<file path="src/rtl/chroma_lock_controller.sv">
// chroma_lock_controller: sequences the chroma subcarrier PLL by gating the burst into the
// loop filter, grading each burst, and running the SEARCH/ACQUIRE/LOCKED/HOLDOVER lock FSM.
// Latency: loop_enable opens GUARD_START+1 cycles after a burst rise. A falling burst edge in
// cycle N updates lock_state/locked/color_kill at the edge that ends cycle N+1.
// Backpressure: none. Every input is consumed each cycle and the block never stalls upstream.
//
// Ports:
//   clk            pixel clock (74.25 MHz); the block has a single clock domain
//   rst            asynchronous reset, active low
//   burst_active   burst flag from the sync separator
//   error_in       signed 12-bit burst phase error from the demodulator
//   loop_enable    gate to the loop filter's burst input; forced low in HOLDOVER
//   loop_reset     one-cycle pulse in the first cycle of SEARCH; clears the loop integrator
//   locked         high only in LOCKED
//   color_kill     low only in LOCKED and HOLDOVER; zeroes U/V downstream
//   lock_state     0 SEARCH, 1 ACQUIRE, 2 LOCKED, 3 HOLDOVER
// Optional build macro CHROMA_LOCK_STATS_EN adds the following outputs:
//   good_bursts, bad_bursts   saturating totals of graded bursts
//   last_err_sum              error sum captured at the most recent evaluation
module chroma_lock_controller #(
  parameter int GUARD_START  = 16,
  parameter int GATE_LEN     = 128,
  parameter int ERR_THRESH   = 256,
  parameter int LOCK_LINES   = 16,
  parameter int UNLOCK_LINES = 4,
  parameter int LINE_TIMEOUT = 5000,
  parameter int HOLD_LINES   = 8
) (
  input  logic              clk,
  input  logic              rst,
  input  logic              burst_active,
  input  logic signed [11:0] error_in,
  output logic              loop_enable,
  output logic              loop_reset,
  output logic              locked,
  output logic              color_kill,
  output logic [1:0]        lock_state
`ifdef CHROMA_LOCK_STATS_EN
  ,
  output logic [15:0]       good_bursts,
  output logic [15:0]       bad_bursts,
  output logic [19:0]       last_err_sum
`endif
);

  localparam int GDW = $clog2(GUARD_START + 1);
  localparam int GTW = $clog2(GATE_LEN + 1);
  localparam int WDW = $clog2(LINE_TIMEOUT);
  localparam int MW  = $clog2(HOLD_LINES + 1);

  localparam logic [GDW-1:0] GUARD_LAST = GDW'(GUARD_START);
  localparam logic [GTW-1:0] GATE_LAST  = GTW'(GATE_LEN);
  localparam logic [WDW-1:0] WD_LAST    = WDW'(LINE_TIMEOUT - 1);
  // Mean-error threshold folded into a sum threshold so no divider is needed.
  localparam logic [19:0]    SUM_LIMIT  = 20'(ERR_THRESH * GATE_LEN);
  localparam logic [15:0]    LOCK_N     = 16'(LOCK_LINES);
  localparam logic [15:0]    UNLOCK_N   = 16'(UNLOCK_LINES);
  localparam logic [MW-1:0]  HOLD_N     = MW'(HOLD_LINES);

  typedef enum logic [1:0] {
    ST_SEARCH   = 2'd0,
    ST_ACQUIRE  = 2'd1,
    ST_LOCKED   = 2'd2,
    ST_HOLDOVER = 2'd3
  } state_t;

  function automatic logic [15:0] sat_inc(input logic [15:0] v);
    return (v == 16'hFFFF) ? v : v + 16'd1;
  endfunction

  // ---------------------------------------------------------------- burst edges
  logic burst_q;
  logic in_burst;   // a rise was seen and the matching fall has not arrived yet
  logic gated;      // the gate already opened during this burst
  logic gate_on;
  logic rise, fall;

  assign rise = burst_active & ~burst_q;
  // A fall without a seen rise (burst already in flight at reset release) is ignored.
  assign fall = ~burst_active & burst_q & in_burst;

  // ---------------------------------------------------------------- |error|
  logic [11:0] err_neg;
  logic [10:0] abs_err;
  assign err_neg = -error_in;
  // Negating -2048 yields -2048 again (bit 11 still set); clamp that case to 2047.
  assign abs_err = error_in[11] ? (err_neg[11] ? 11'h7FF : err_neg[10:0]) : error_in[10:0];

  // ---------------------------------------------------------------- gate and accumulator
  logic [GDW-1:0] guard_cnt;
  logic [GTW-1:0] gate_cnt, gate_cnt_nxt;
  logic [19:0]    sum_acc, sum_nxt;
  logic [20:0]    sum_wide;
  logic           gate_open, gate_close;

  assign sum_wide     = {1'b0, sum_acc} + {10'd0, abs_err};
  // Next values include the current cycle's sample so the fall-cycle capture is complete.
  assign gate_cnt_nxt = gate_on ? gate_cnt + GTW'(1) : gate_cnt;
  assign sum_nxt      = gate_on ? (sum_wide[20] ? 20'hFFFFF : sum_wide[19:0]) : sum_acc;
  assign gate_open    = in_burst & ~fall & ~gated & (guard_cnt == GUARD_LAST);
  assign gate_close   = gate_on & (fall | (gate_cnt_nxt == GATE_LAST));

  always_ff @(posedge clk or negedge rst) begin
    if (!rst) begin
      // Reset high so a burst already in flight at release does not look like a rise.
      burst_q   <= 1'b1;
      in_burst  <= 1'b0;
      gated     <= 1'b0;
      gate_on   <= 1'b0;
      guard_cnt <= '0;
      gate_cnt  <= '0;
      sum_acc   <= '0;
    end else begin
      burst_q <= burst_active;
      if (rise) begin
        // The rise cycle itself is the first cycle of the guard interval.
        in_burst  <= 1'b1;
        gated     <= 1'b0;
        gate_on   <= 1'b0;
        guard_cnt <= GDW'(1);
        gate_cnt  <= '0;
        sum_acc   <= '0;
      end else begin
        if (fall)
          in_burst <= 1'b0;
        if (in_burst && !gated && guard_cnt != GUARD_LAST)
          guard_cnt <= guard_cnt + GDW'(1);
        if (gate_open) begin
          gate_on <= 1'b1;
          gated   <= 1'b1;
        end else if (gate_close) begin
          gate_on <= 1'b0;
        end
        gate_cnt <= gate_cnt_nxt;
        sum_acc  <= sum_nxt;
      end
    end
  end

  // ---------------------------------------------------------------- two-stage evaluation
  logic        eval_vld;
  logic        eval_full;
  logic [19:0] eval_sum;
  logic        burst_good, burst_bad;

  always_ff @(posedge clk or negedge rst) begin
    if (!rst) begin
      eval_vld  <= 1'b0;
      eval_full <= 1'b0;
      eval_sum  <= '0;
    end else begin
      eval_vld <= fall;
      if (fall) begin
        eval_full <= (gate_cnt_nxt == GATE_LAST);
        eval_sum  <= sum_nxt;
      end
    end
  end

  assign burst_good = eval_vld & eval_full & (eval_sum <= SUM_LIMIT);
  assign burst_bad  = eval_vld & ~burst_good;

  // ---------------------------------------------------------------- line watchdog
  logic [WDW-1:0] wd_cnt;
  logic           wd_hit, missing;

  assign wd_hit  = (wd_cnt == WD_LAST);
  // A timeout that collides with a fall or its evaluation is dropped; the burst verdict wins.
  assign missing = wd_hit & ~rise & ~fall & ~eval_vld;

  always_ff @(posedge clk or negedge rst) begin
    if (!rst)
      wd_cnt <= '0;
    else if (rise || wd_hit)
      wd_cnt <= '0;
    else
      wd_cnt <= wd_cnt + WDW'(1);
  end

  // ---------------------------------------------------------------- lock FSM
  state_t        state, state_nxt;
  logic [15:0]   good_cnt, good_nxt;
  logic [15:0]   bad_cnt, bad_nxt;
  logic [MW-1:0] miss_cnt, miss_nxt;
  logic          enter_search;

  always_ff @(posedge clk or negedge rst) begin
    if (!rst) begin
      state      <= ST_SEARCH;
      good_cnt   <= '0;
      bad_cnt    <= '0;
      miss_cnt   <= '0;
      loop_reset <= 1'b0;
    end else begin
      state      <= state_nxt;
      good_cnt   <= good_nxt;
      bad_cnt    <= bad_nxt;
      miss_cnt   <= miss_nxt;
      loop_reset <= enter_search;
    end
  end

  always_comb begin
    state_nxt    = state;
    good_nxt     = good_cnt;
    bad_nxt      = bad_cnt;
    miss_nxt     = miss_cnt;
    enter_search = 1'b0;

    if (burst_good) begin
      good_nxt = sat_inc(good_cnt);
      bad_nxt  = '0;
    end else if (burst_bad) begin
      bad_nxt  = sat_inc(bad_cnt);
      good_nxt = '0;
    end

    case (state)
      ST_SEARCH: begin
        if (burst_good)
          state_nxt = ST_ACQUIRE;
      end
      ST_ACQUIRE: begin
        if (burst_good && good_nxt >= LOCK_N)
          state_nxt = ST_LOCKED;
        else if ((burst_bad && bad_nxt >= UNLOCK_N) || missing)
          state_nxt = ST_SEARCH;
      end
      ST_LOCKED: begin
        if (burst_bad && bad_nxt >= UNLOCK_N) begin
          state_nxt = ST_SEARCH;
        end else if (missing) begin
          // The burst that triggered HOLDOVER counts as the first missing one.
          state_nxt = ST_HOLDOVER;
          miss_nxt  = MW'(1);
        end
      end
      ST_HOLDOVER: begin
        if (burst_good) begin
          state_nxt = ST_LOCKED;
        end else if (burst_bad) begin
          state_nxt = ST_SEARCH;
        end else if (missing) begin
          miss_nxt = miss_cnt + MW'(1);
          if (miss_nxt >= HOLD_N)
            state_nxt = ST_SEARCH;
        end
      end
      default: state_nxt = ST_SEARCH;
    endcase

    if (state_nxt != ST_HOLDOVER)
      miss_nxt = '0;

    // Run-length counters restart from zero whenever the lock is abandoned.
    enter_search = (state_nxt == ST_SEARCH) && (state != ST_SEARCH);
    if (enter_search) begin
      good_nxt = '0;
      bad_nxt  = '0;
      miss_nxt = '0;
    end
  end

  // ---------------------------------------------------------------- outputs
  // The gate keeps running in HOLDOVER so bursts can still be graded; only the output is masked.
  assign loop_enable = gate_on & (state != ST_HOLDOVER);
  assign locked      = (state == ST_LOCKED);
  assign color_kill  = ~state[1];
  assign lock_state  = state;

`ifdef CHROMA_LOCK_STATS_EN
  always_ff @(posedge clk or negedge rst) begin
    if (!rst) begin
      good_bursts  <= '0;
      bad_bursts   <= '0;
      last_err_sum <= '0;
    end else begin
      if (burst_good)
        good_bursts <= sat_inc(good_bursts);
      if (burst_bad)
        bad_bursts <= sat_inc(bad_bursts);
      if (eval_vld)
        last_err_sum <= eval_sum;
    end
  end
`endif

endmodule

</file>
<file path="config.mk">
export PLATFORM = sky130hd
export DESIGN_NAME = chroma_lock_controller
export DESIGN_NICKNAME = d
export VERILOG_FILES = /design/src/rtl/chroma_lock_controller.sv
export SDC_FILE = /design/constraint.sdc
export NUM_CORES = 1
export LEC_CHECK = 0
export ABC_CLOCK_PERIOD_IN_PS = 8600
export CAP_MARGIN = 0
export CELL_PAD_IN_SITES_DETAIL_PLACEMENT = 0
export CELL_PAD_IN_SITES_GLOBAL_PLACEMENT = 1
export CORE_UTILIZATION = 38
export DETAILED_ROUTE_END_ITERATION = 8
export PLACE_DENSITY = 0.74
export SLEW_MARGIN = 20
export SYNTH_ARGS = -nofsm -noshare
export SYNTH_HDL_FRONTEND = slang
export SYNTH_SLANG_ARGS = --single-unit
</file>
<file path="constraint.sdc">
create_clock -name clk -period 8.6 [get_ports clk]
set_input_delay 1.72 -clock clk [delete_from_list [all_inputs] [get_ports clk]]
set_output_delay 1.72 -clock clk [all_outputs]
set_load 0.01 [all_outputs]
</file>
* Word-level counts from Yosys, hierarchy flattened
Cells that the tools add are included.
Storage, ports and cells: register bits 111, word-level logic and storage cells 127
Operators by class: add/subtract/negate cells 8, order comparisons 4, equal/unequal tests 16, muxes and demuxes 43, bitwise logic cells 23, reductions and logical operators 17
Operators with widths (number):
- $mux 16 | 8
- $mux 20 | 3
- $add 16x1->16 const B | 2
- $eq 16x16->1 const B | 2
- $mux 4 | 7
- $mux 11 | 2
- $add 20x11->21 | 1
- $le 20x16->1 const B | 1
- $mux 2 | 9
- $ge 16x3->1 const B | 1
- $ge 16x5->1 const B | 1
- $mux 8 | 2
- $and 1x1->1 | 14
- $add 13x1->13 const B | 1
- $eq 13x13->1 const B | 1
- $mux 13 | 1
- $ne 4x4->1 const B | 3
- $neg 12->12 | 1
- $mux 5 | 2
- $add 8x1->8 const B | 1
- $eq 8x8->1 const B | 1
- $not 1->1 | 8
- $pmux 2 s4 | 1
- $pmux 4 s2 | 1
- 20 further kinds | 37

* Longest topological paths before layout
Gate-level depths: netlist (run 1).
depth after elaboration 16, depth in mapped cells 18, gate-level depth less buffers 17

* Worst setup path after synthesis (run 1)
No wires, ideal clock.
kind input to register, from input port error_in[1], to register eval_sum[6], setup time 125 ps, arrival 5529 ps, setup slack 2946 ps, stages on the path 18, path buffers 1, cells stage by stage nor3_1 nand2_1 or3_1 or3_1 nor3_1 nand2b_1 o21ai_0 o21ai_0 ha_1 a21o_1 a21oi_1 o21ai_0 a31oi_1 o211a_1 o31ai_1 clkbuf_1 o22a_1 mux2_2
On the way: word-level cells in the longest chain between the ends 6
RTL lines:
- start: declaration | RTL line 32 | input logic signed [11:0] error_in,
- $neg 12->12 | RTL line 85 | assign err_neg = -error_in;
- $mux 11 | RTL line 87 | assign abs_err = error_in[11] ? (err_neg[11] ? 11'h7FF : err_neg[10:0]) : error_in[10:0];
- $mux 11 * | RTL line 87
- $add 20x11->21 * | RTL line 96 | assign sum_wide = {1'b0, sum_acc} + {10'd0, abs_err};
- $mux 20 * (2 in a row) | RTL line 99 | assign sum_nxt = gate_on ? (sum_wide[20] ? 20'hFFFFF : sum_wide[19:0]) : sum_acc;
- end signal: assignment | RTL line 155 | eval_sum <= sum_nxt;
- end: declaration | RTL line 143 | logic [19:0] eval_sum;
Mark *: on every way between the ends. The rest lies on a longest branch, timed or not. A chain may end at the register's enable or synchronous reset.

* Worst setup path in the final report (run 1)
Same ends and word-level chain as after synthesis.

==> results of run 1 <==
## flip-flops by register name, summed over array words and instances, names as in the netlist
| name | flops |
|---|---|
| miss_cnt | 4 |
| sum_acc | 20 |
| eval_vld | 1 |
| guard_cnt | 5 |
| good_cnt | 16 |
| eval_full | 1 |
| wd_cnt | 13 |
| burst_q | 1 |
| gate_cnt | 8 |
| gate_on | 1 |
| gated | 1 |
| loop_reset | 1 |
| eval_sum | 20 |
| in_burst | 1 |
| lock_state | 2 |
| bad_cnt | 16 |
## cells by family after synthesis
logic type | Yosys count | share of synthesized area
buffers and inverters | 58 | 0.0355
AO/OA/AOI/OAI | 164 | 0.167
multiplexers | 13 | 0.0202
flip-flops | 111 | 0.414
AND/OR/NAND/NOR | 325 | 0.257
adder cells (fa/ha/maj) | 21 | 0.0399
XOR/XNOR | 51 | 0.0666
## power by group through the flow
stage	clock [uW]	combinational, uW	sequential, uW
finish	412	221	599
global route	448	248	606
CTS	426	223	599
detailed placement	0	223	609
global placement	0	215	607
floorplan	0	154	594
## cells in the mapped netlist, drive strengths merged (11+ instances only)
cell | number | area (um^2)
dfrtp | 110 | 2750
nor2 | 80 | 300
nand2 | 68 | 258
o21ai | 52 | 260
nor3 | 37 | 240
nand3 | 27 | 135
xor2 | 26 | 228
clkbuf | 25 | 93.8
xnor2 | 25 | 219
a21oi | 24 | 120
inv | 22 | 82.6
nand4 | 20 | 131
ha | 19 | 238
and3 | 17 | 106
nor4 | 15 | 100
a31oi | 12 | 75.1
or3 | 11 | 68.8
## through the flow
step | setup WS (ns) | hold slack [ns] | instance area [um^2] | utilization | total power, uW
6_report | 2.28 | 0.483 | 7400 | 0.429 | 1230
5_1_grt | 1.93 | 0.516 | 7400 | 0.429 | 1300
4_1_cts | 2.29 | 0.484 | 7400 | 0.429 | 1250
3_5_place_dp | 1.93 | 0.471 | 7110 | 0.413 | 832
3_3_place_gp | 2.03 | 0.464 | 7110 | 0.413 | 823
2_1_floorplan | 2.95 | 0.441 | 6710 | - | 748
## critical path, stage by stage
cell and delay [ns]:
clkdlybuf4s50_1 0.44, nor3_1 0.25, nand2_1 0.11, or3_1 0.37, or3_1 0.34, nor3_1 0.64
nand2b_1 0.25, o21ai_0 0.09, o21ai_0 0.08, ha_1 0.29, a21o_1 0.19, a21oi_1 0.26
o21ai_0 0.13, a31oi_1 0.29, o211a_1 0.33, o31ai_1 0.11, buf_4 0.20, o22a_1 0.19
mux2_2 0.27
## final timing paths
kind	slack (ns)	depth (start not counted)	from	end
worst max-delay path	2.28	19	error_in[1]	eval_sum[6]
worst min-delay path	0.48	2	eval_sum[8]	eval_sum[8]
worst max register to register	4.09	10	eval_sum[0]	good_cnt[3]
worst min register to register	0.48	2	eval_sum[8]	eval_sum[8]
max in group asynchronous	5.94	2	rst	wd_cnt[10]
min in group asynchronous	1.31	1	rst	eval_sum[19]
## layout make-up
cell class	count	area, um^2	share of cell area
clock inverters	6	48.8	0.00659
multi-input cells	574	3700	0.500
well taps	225	282	0.0380
clock buffers	10	239	0.0323
repair buffers	29	265	0.0358
inverters	23	86.3	0.0117
flip-flops and latches	111	2780	0.375
## routing by layer
layer	up-vias	wire length, um	global-route usage
met5	-	0	0
li1	2730	-	-
met3	17	568	0.0285
met2	101	7350	0.298
met1	2731	7390	0.244
met4	0	269	0.0743
==> impl_results.md, run 1 <==
* Status: finished clean
* Initial antenna violation count at 0
* Remaining DRCs at 0
* Via Count at 5579
* Die Ht at 135 um
* Number of primary I/O pins at 21
* RSZ-0062 raised after global routing: no
* Max Clock Skew at 0.0100 ns
* Pwr Density at 167 nW/um^2
* Clk pwr share at 0.335
* Post-synth EDFFs at 0
* Asr flop ratio synth at 1.00
* Syn Std Cell Area at 6710 um^2
* Layout cells sized above 1 at 0.0823
* Routed Antenna Nets at 0
* CTS root buffer: clkbuf_16
* Kind of critical path: in -> reg
* Starting DRT DRC Count at 324
* Commonest non-fill, non-tap cell in the layout: dfrtp_1
* Sequential fraction of the synthesis area at 0.414
* Worst Hold Class: reg -> reg
* Comb pwr share at 0.179
* P_sw at 369 uW
* CP Capture Type: flop
* Worst-margin pin slew at 1.09 ns
* Chip Width at 135 um
* GP Congestion at 0.861
* VDD IR max at 103 uV
* Slew Viols, Final at 0
* Pin count of the biggest net entering global routing at 78
* Core area at 17200 um^2
* Switching share of total power at 0.300
* Grt total ovfl at 0
* Hold Buf Count CTS at 0
* FF+latch count, synth at 111
* Routed WL per cell at 15.9 um
* Biggest fanout along the worst timing path at 11
* Clk slew on worst S/H paths at 0.08 ns
* Ys flop type: dfrtp_1
* Critical path launch point type: input pin
* Initial cell density of the core at 0.389
* P_leak at 0.00321 uW
* WP data required at 8.84 ns
* Placed Cells at 962
* Vias per cell at 5.70
* Non-filler instance count after layout at 978
* First-pass GRT wire length at 26800 um
* Gate Count Post-Synth at 743
* Pint at 863 uW
* Die footprint at 18200 um^2
* Vias in the first global route at 5540
* Resized cells post-CTS at 0
* Final hold vios at 0
* DR pass1 iterations at 5
* Synthesized area per cell at 9.02 um^2
* Post-CTS Setup Bufs at 0
* Library cells used by synthesis at 76
* Synth warnings at 0
* Cell Rows at 48
* Max-Cap Viols at 0
* Total track usage at 0.183
* CTS Buf Count at 9
* CTS Sinks at 111
* Clk Latency, worst-skew pair at 0.36 ns
* Area growth syn-to-layout at 10.4%
* Slew Limit Headroom at 0.270
* CTS Buffer Depth at 2
* Ant. Diodes at 0
* Setup violators final at 0
* Setup TNS at 0 ns
* # port buffers at 20
* Most frequent cells in the layout: dfrtp_1, nor2_1, nand2_1, o21ai_0, nand3_1
* Wirelength, routed at 15600 um
* CTS tree: done
* DP HPWL at 11000 um
* Syn_nets at 778
* Reg power frac at 0.486
* Min cycle time layout at 6.32 ns
* # H-tree levels at 3
* # fillers at 1658
* Final worst path period share at 0.735
* Fmax at 158 MHz
* Fin nets at 783
* Worst Path Arrival at 6.56 ns
Power figures use the tool's default switching activity.
==> run 2, diff against run 1 <==
ABC_CLOCK_PERIOD_IN_PS = 5800   (was 8600)
PLACE_DENSITY = 0.76   (was 0.74)
clock period = 5.8 ns   (was 8.6 ns; I/O delays follow)
==> impl_results.md, run 2 (synthesized netlist as in run 1, its figures left out) <==
* Non-filler instance count after layout at 984 (+0.61%)
* Min cycle time layout at 5.13 ns
* Wirelength, routed at 15400 um (-1.1%)
* Post-CTS Setup Bufs at 0 (unchanged)
* CP max stage delay at 0.52 ns (-0.12 ns)
* CTS root buffer: clkbuf_16
* CTS tree: done
* Pin count of the biggest net entering global routing at 64 (-18%)
* Biggest fanout along the worst timing path at 10 (-1)
* Critical path launch point type: input pin
* Grt total ovfl at 0 (unchanged)
* CTS Buf Count at 9 (unchanged)
* Core area at 17200 um^2 (unchanged)
* Fin nets at 789 (+0.77%)
* Crit-path cells: clkdlybuf4s50_1 > nor3_1 > nand2_1 > or3_1 > or3_1 > nor3_1 > buf_4 > o21ai_0 > o21ai_0 > fa_1 > a21o_1 > a21oi_1 > o21ai_0 > a31oi_1 > o211a_1 > o31ai_2 > buf_4 > o22ai_1 > o21ai_0
* DR pass1 iterations at 5 (unchanged)
* Max Clock Skew at 0.0138 ns (+0.00374 ns)
* Chip Width at 135 um (unchanged)
* VDD IR max at 158 uV (+53%)
* Routed WL per cell at 15.7 um (-1.7%)
* Hold WS at 0.483 ns (+0.000197 ns)
* Top Registers: eval_sum x20, sum_acc x20
* CP Capture Type: flop
* Placed Cells at 968 (+0.62%)
* Max-Cap Viols at 0 (unchanged)
* CTS Buffer Depth at 2 (unchanged)
* Kind of critical path: in -> reg
* RSZ-0062 raised after global routing: no
* Final hold vios at 0 (unchanged)
* CTS Sinks at 111 (unchanged)
* Status: finished clean
* Placed inst area at 7160 um^2 (+0.63%)
* Final worst path period share at 0.884
* Design area at 7440 um^2 (+0.54%)
* Initial cell density of the core at 0.389 (unchanged)
* Ant. Diodes at 0 (unchanged)
* P_leak at 0.00323 uW (+0.64%)
* DP HPWL at 10800 um (-2.3%)
* Vias in the first global route at 5426 (-2.1%)
* Via Count at 5646 (+1.2%)
* Layout cells sized above 1 at 0.0909 (+0.00857)
* Remaining DRCs at 0 (unchanged)
* WP data required at 6.07 ns (-2.77 ns)
* Crit path buffers/inverters at 3 (+1)
* Number of primary I/O pins at 21 (unchanged)
* Slew Viols, Final at 0 (unchanged)
* Clk Latency, worst-skew pair at 0.36 ns (about the same)
* Die Ht at 135 um (unchanged)
* # H-tree levels at 3 (unchanged)
* Pwr Total at 1810 uW (+47%)
* Starting DRT DRC Count at 436 (+35%)
* Area growth syn-to-layout at 11.0%
* Setup TNS at 0 ns (unchanged)
* Worst Path Arrival at 5.40 ns (-1.16 ns)
* CP most frequent cell: o21ai_0
* Worst Hold Class: reg -> reg
* Fmax at 195 MHz
* Worst path top cell family by delay: compound AO/OA/AOI/OAI gates
* GP Congestion at 0.872 (+1.2%)
* Cell Rows at 48 (unchanged)
* Routed Antenna Nets at 0 (unchanged)
* Commonest non-fill, non-tap cell in the layout: dfrtp_1
* Hold Buf Count CTS at 0 (unchanged)
* Clk slew on worst S/H paths at 0.07 ns (about the same)
* Initial antenna violation count at 0 (unchanged)
* Total track usage at 0.180 (-0.00368)
* Worst-margin pin slew at 0.921 ns (-0.164 ns)
* Vias per cell at 5.74 (+0.58%)
* First-pass GRT wire length at 26200 um (-2.2%)
* Slowest cell on crit path: o31ai_2
* Pwr Density at 243 nW/um^2 (+46%)
* Slew Limit Headroom at 0.380 (+0.111)
* Resized cells post-CTS at 0 (unchanged)
* Die footprint at 18200 um^2 (unchanged)
* Setup violators final at 0 (unchanged)
* # port buffers at 20 (unchanged)
* Most frequent cells in the layout: dfrtp_1, nor2_1, nand2_1, o21ai_0, nand3_1
==> run 2: changes by cell type in the layout (fill, tap and decap cells not counted), sizes merged <==
cell / delta
clkinv: +2
clkinvlp: +1
inv: -2
clkbuf: -1
buf: +6
==> run 2: through the flow <==
| stage | worst slack [ns] | util |
|---|---|---|
| after floorplan | 0.706 | - |
| after global placement | 0.243 | 0.415 |
| after detailed placement | 0.0382 | 0.415 |
| after CTS | 0.395 | 0.431 |
| after global routing | 0.211 | 0.432 |
| final | 0.670 | 0.432 |
==> run 2: layer usage <==
metal,vias up,wire (um),track usage
met5,-,0,0
met4,0,161,0.0431
met3,20,673,0.0409
met2,125,7250,0.289
met1,2761,7320,0.245
li1,2740,-,-
==> run 2: path summary, 6_finish.rpt <==
path / from / end / slack (ns) / cells after the start
setup / recovery: error_in[1] / eval_sum[1] / 0.67 / 19
min in group asynchronous: rst / eval_sum[19] / 0.88 / 1
hold / removal: eval_sum[2] / eval_sum[2] / 0.48 / 2
max in group asynchronous: rst / guard_cnt[1] / 3.72 / 2
setup reg to reg: eval_sum[0] / bad_cnt[9] / 1.49 / 9
hold reg to reg: eval_sum[2] / eval_sum[2] / 0.48 / 2
==> run 2: worst register-to-register path: cells and delay by family, from the launching register on <==
kind,cells,cell delay [ns]
buffers and inverters,1,0.42
flip-flops,1,0.38
AND/OR/NAND/NOR,4,1.82
AO/OA/AOI/OAI,4,1.54
==> run 2: final cells by class <==
class	instances	area, um^2
inverters	23	86.3
repair buffers	35	310
well taps	225	282
clock inverters	7	52.6
multi-input cells	574	3710
clock buffers	9	225
fillers	1686	9800
flip-flops and latches	111	2780
==> run 2: power by group <==
| group | internal, uW | switching (uW) | total (uW) |
|---|---|---|---|
| sequential | 825 | 65.6 | 891 |
| combinational | 145 | 179 | 324 |
| clock | 296 | 301 | 597 |
==> RTL edit 1 (config.mk and constraints of run 1) <==
Add a define of `CHROMA_LOCK_STATS_EN`.
--- a/src/rtl/chroma_lock_controller.sv
+++ b/src/rtl/chroma_lock_controller.sv
@@ -19,2 +19,4 @@
 //   last_err_sum              error sum captured at the most recent evaluation
+`define CHROMA_LOCK_STATS_EN
+
 module chroma_lock_controller #(
Check against the original RTL (old outputs only; new: bad_bursts, good_bursts and last_err_sum): equivalent (equiv_simple and equiv_induct, registers matched by name and starting in step).
==> RTL edit 1 against run 1 <==
The flow now finishes with violations (DRC). Sequential cell count grew 52. Total power grew 65%. Wire length grew 23%. Synthesized area grew 28%. Non-clock buffer count grew 52. Largest cell class unchanged. Cell count grew 28%. Cell area grew 38%. Setup slack lost 0.27 ns.
==> RTL edit 1: results (changes against run 1) <==
Status
  – Status: finished with violations
  – Failing checks: DRC

Yosys
  – Top cells by area, synth: dfrtp_1 47%, nor2_1 4.3%, xnor2_1 4.0%
  – Register area share after synthesis: 0.4741 (+0.05968)
  – Synthesized net count: 923 (+19%)
  – Complex-gate fraction of the synthesized area: 0.1259 (-0.04091)
  – Post-Synth Adder-Cell Area: 0.03402 (-0.005911)
  – Commonest cells in the netlist: 162 x dfrtp_1, 98 x nor2_1, 86 x nand2_1, 58 x o21ai_0, 42 x nand3_1
  – XOR/XNOR Fraction of Synth Area: 0.07429 (+0.007678)

Clocking
  – Total CTS buffers: 17 (+8)
  – Clock Latency Late Sink: 0.43 ns (+0.07 ns)
  – Clk slew on worst S/H paths: 0.06 ns (-0.02 ns)
  – H-tree depth: 4 (+1)

Detailed routing
  – WL final: 19.13 mm (+23%)
  – Post-route DRC violation count: 3 (+3)
  – Via count: 6718 (+20%)

STA
  – Worst Skew: 0.008908 ns (-0.001103 ns)
  – Final hold slack: 0.4866 ns (+0.004054 ns)
  – Slew HR: 0.3626 (+0.09288)

Finish
  – Layout cells sized above 1: 0.09053 (+0.008198)
  – # fillers: 2122 (+28%)

Worst hold path
  – Min-delay src: wd_cnt[0]$_DFF_PN0_
  – Hold depth: 1 (-1)

Critical path
  – Worst reg2reg endpoint: good_cnt[0]$_DFF_PN0_
  – Flop2flop setup slack: 4.87 ns (+0.78 ns)

Power and ir drop
  – Leak: 4.504 nW (+40%)
  – Comb pwr share: 0.161 (-0.018)
  – Sequential power: 0.936 mW (+56%)

Global route
  – Pin count of the biggest net entering global routing: 101 (+29%)
  – GRT Total Usage: 0.1750 (-0.008363)
  – Global-route wire length before repair: 32.95 mm (+23%)

Placement
  – Placed inst area: 9628 sq um (+35%)
## RTL edit 1: per-stage QoR
stage | power, mW | util | cells | setup slack (ns)
floorplan | 1.152 | - | 886 | 2.667
global placement | 1.276 | 0.4371 | 1220 | 1.727
detailed placement | 1.279 | 0.4371 | 1220 | 1.629
CTS | 2.058 | 0.4640 | 1252 | 2.011
global route | 2.144 | 0.4640 | 1252 | 1.513
finish | 2.033 | 0.4640 | 1252 | 2.015
## RTL edit 1: cell type report
class	instances	area, sq um	area share
sequential	163	4080	0.3992
clock inverter	15	167.7	0.01640
multi-input combinational	674	4325	0.4232
clock buffer	17	425.4	0.04162
inverter	22	82.58	0.008079
tap	280	350.3	0.03428
timing repair buffer	81	789.5	0.07724
## RTL edit 1: metal layers
layer	vias to the layer above	part of all wire	global-route usage
li1	3345	-	-
met1	3249	0.50	0.2466
met5	-	0	0
met2	108	0.46	0.2758
met3	16	0.032	0.02844
met4	0	0.011	0.05483
==> RTL edit 2 (settings of run 1) <==
Without the edit above. Compare `wd_cnt` against `WD_LAST` with >= in place of ==.
--- a/src/rtl/chroma_lock_controller.sv
+++ b/src/rtl/chroma_lock_controller.sv
@@ -166,3 +166,3 @@
 
-  assign wd_hit  = (wd_cnt == WD_LAST);
+  assign wd_hit  = (wd_cnt >= WD_LAST);
   // A timeout that collides with a fall or its evaluation is dropped; the burst verdict wins.
Behaviour: same outputs for any inputs over 10 cycles, from zero or initial values and one cycle with rst low; that may be too few to reach the edited logic, so the function may still have changed.
==> RTL edit 2 against run 1 <==
Via count up 2.5%. Synthesized cell count up 4.7%. Critical path depth is 2 lower. Register-to-register slack improved by 0.52 ns. Count of clock-buffer cells in the layout unchanged. Synthesized area up 2.3%. First-iteration DRC count increased by 37%. Wire length is 2.0% higher. Total power shrank 4.3%. Setup slack worse by 0.21 ns. Combinational power fell by 23%. Sequential cell count is the same. Cell area up 1.2%. Worst hold slack worse by 0.015 ns.
==> RTL edit 2: results (changes against run 1) <==
Status
  – Status: complete, no violations

STA
  – Worst Skew: 0.007617 ns (-0.002395 ns)
  – Setup TNS: 0 ns (unchanged)
  – Slew HR: 0.3837 (+0.1140)

Yosys
  – Commonest cells in the netlist: 110 x dfrtp_1, 103 x nor2_1, 75 x nand2_1, 57 x o21ai_0, 35 x nand3_1
  – Netlist cell types: 78 (+2.6%)
  – Register area share after synthesis: 0.4053 (-0.009151)
  – Synthesized net count: 813 (+4.5%)
  – Top cells by area, synth: dfrtp_1 40%, nor2_1 5.6%, o21ai_0 4.2%
  – Async set or reset register ratio after synthesis: 1.000 (unchanged)

Power and ir drop
  – Leak: 3.177 nW (-1.0%)
  – Peak supply drop: 116.9 uV (+13%)

Detailed routing
  – Via count: 5719 (+2.5%)
  – DRT Pass-1 Iters: 7 (+2)
  – WL final: 15.90 mm (+2.0%)
  – Remaining antenna violation count after routing: 0 (unchanged)
  – DRT iter0 DRCs: 443 (+37%)

Finish
  – Layout cells sized above 1: 0.08940 (+0.007062)
  – Biggest regs: eval_sum: 20 flops, sum_acc: 20 flops
  – # fillers: 1686 (+1.7%)
  – Antenna Cells: 0 (unchanged)

Global route
  – Pin count of the biggest net entering global routing: 72 (-7.7%)
  – Antenna violations before repair: 0 (unchanged)
  – Global-route wire length before repair: 26.98 mm (+0.65%)
  – Vias in the first global route: 5584 (+0.79%)
  – GRT Total Usage: 0.1816 (-0.001772)

Placement
  – Number of I/O port buffers: 20 (unchanged)
  – Placer Congestion: 0.8496 (-1.3%)
  – Dpl hpwl: 10.96 mm (-0.64%)

Worst hold path
  – Worst Hold Class: reg2reg
  – Hold depth: 1 (-1)
  – Min-delay src: wd_cnt[0]$_DFF_PN0_
  – Worst Hold Endpoint: wd_cnt[0]$_DFF_PN0_

Clocking
  – Post-CTS Hold Buffers: 0 (unchanged)
  – Setup Buffers After CTS: 0 (unchanged)
  – Clock root buffer: clkbuf_16
  – Total CTS buffers: 9 (unchanged)
  – H-tree depth: 3 (unchanged)

Critical path
  – Crit-path max FO: 10 (-1)
  – Flop2flop setup slack: 4.61 ns (+0.52 ns)
  – CP arrival: 6.79 ns (+0.23 ns)
  – Worst reg2reg endpoint: bad_cnt[5]$_DFF_PN0_
  – Worst setup path endpoint: eval_sum[11]$_DFFE_PN0P_
  – Critical Path Start: error_in[1]
[RTL edit 2: routing by layer]
layer | global-route usage | vias up | wire, um
met4 | 0.05556 | 0 | 206
met3 | 0.03430 | 18 | 489
met2 | 0.2998 | 95 | 7621
li1 | - | 2832 | -
met5 | 0 | - | 0
met1 | 0.2395 | 2774 | 7579
[RTL edit 2: cells by family (layout without fill, tap and decap cells)]
family | count (synthesis) | count (layout) | share of synthesized area
and+or+nand+nor | 356 | 356 | 0.2688
adders and majority gates | 21 | 21 | 0.03905
AOI/OAI and AO/OA | 177 | 177 | 0.1781
DFF | 111 | 111 | 0.4053
xor gates and xnor gates | 43 | 43 | 0.05493
buffers and inverters | 62 | 67 | 0.04215
muxes | 8 | 8 | 0.01168
[RTL edit 2: stage by stage]
stage / cells / hold slack [ns] / utilization / cell area (sq um) / setup slack (ns)
6_report: 1008 / 0.4681 / 0.4284 / 7487 / 2.072
2_1_floorplan: 778 / 0.4319 / - / 6857 / 2.887
4_1_cts: 1008 / 0.4741 / 0.4284 / 7487 / 2.070
3_3_place_gp: 993 / 0.4488 / 0.4121 / 7202 / 1.849
5_1_grt: 1008 / 0.4994 / 0.4284 / 7487 / 1.583
3_5_place_dp: 993 / 0.4576 / 0.4121 / 7202 / 1.677
[RTL edit 2: power by group]
group	total, mW	switching, mW	internal (mW)
sequential	0.599	0.0432	0.556
combinational	0.170	0.0980	0.0722
clock	0.409	0.200	0.209
total	1.18	0.342	0.837
[RTL edit 2: worst max-delay path, stage by stage]
cell,delay [ns]
clkdlybuf4s50_1,0.45
or3_1,0.39
or3_1,0.35
or3_1,0.37
or3_1,0.36
nor3_2,0.41
o21ai_0,0.15
o21ai_0,0.19
fa_1,0.29
a21oi_1,0.08
o21bai_1,0.25
a211oi_1,0.16
o21a_1,0.22
a21oi_1,0.45
nor3b_1,0.60
nor3b_1,0.15
o31ai_1,0.21
[RTL edit 2: area by class of cell]
| type | count | area, sq um | area share |
|---|---|---|---|
| Multi-Input combinational cell | 605 | 3794 | 0.5067 |
| Sequential cell | 111 | 2779 | 0.3712 |
| Tap cell | 225 | 281.5 | 0.03760 |
| Timing Repair Buffer | 28 | 257.7 | 0.03443 |
| Clock buffer | 10 | 239.0 | 0.03192 |
| Inverter | 24 | 90.09 | 0.01203 |
| Clock inverter | 5 | 46.29 | 0.006183 |
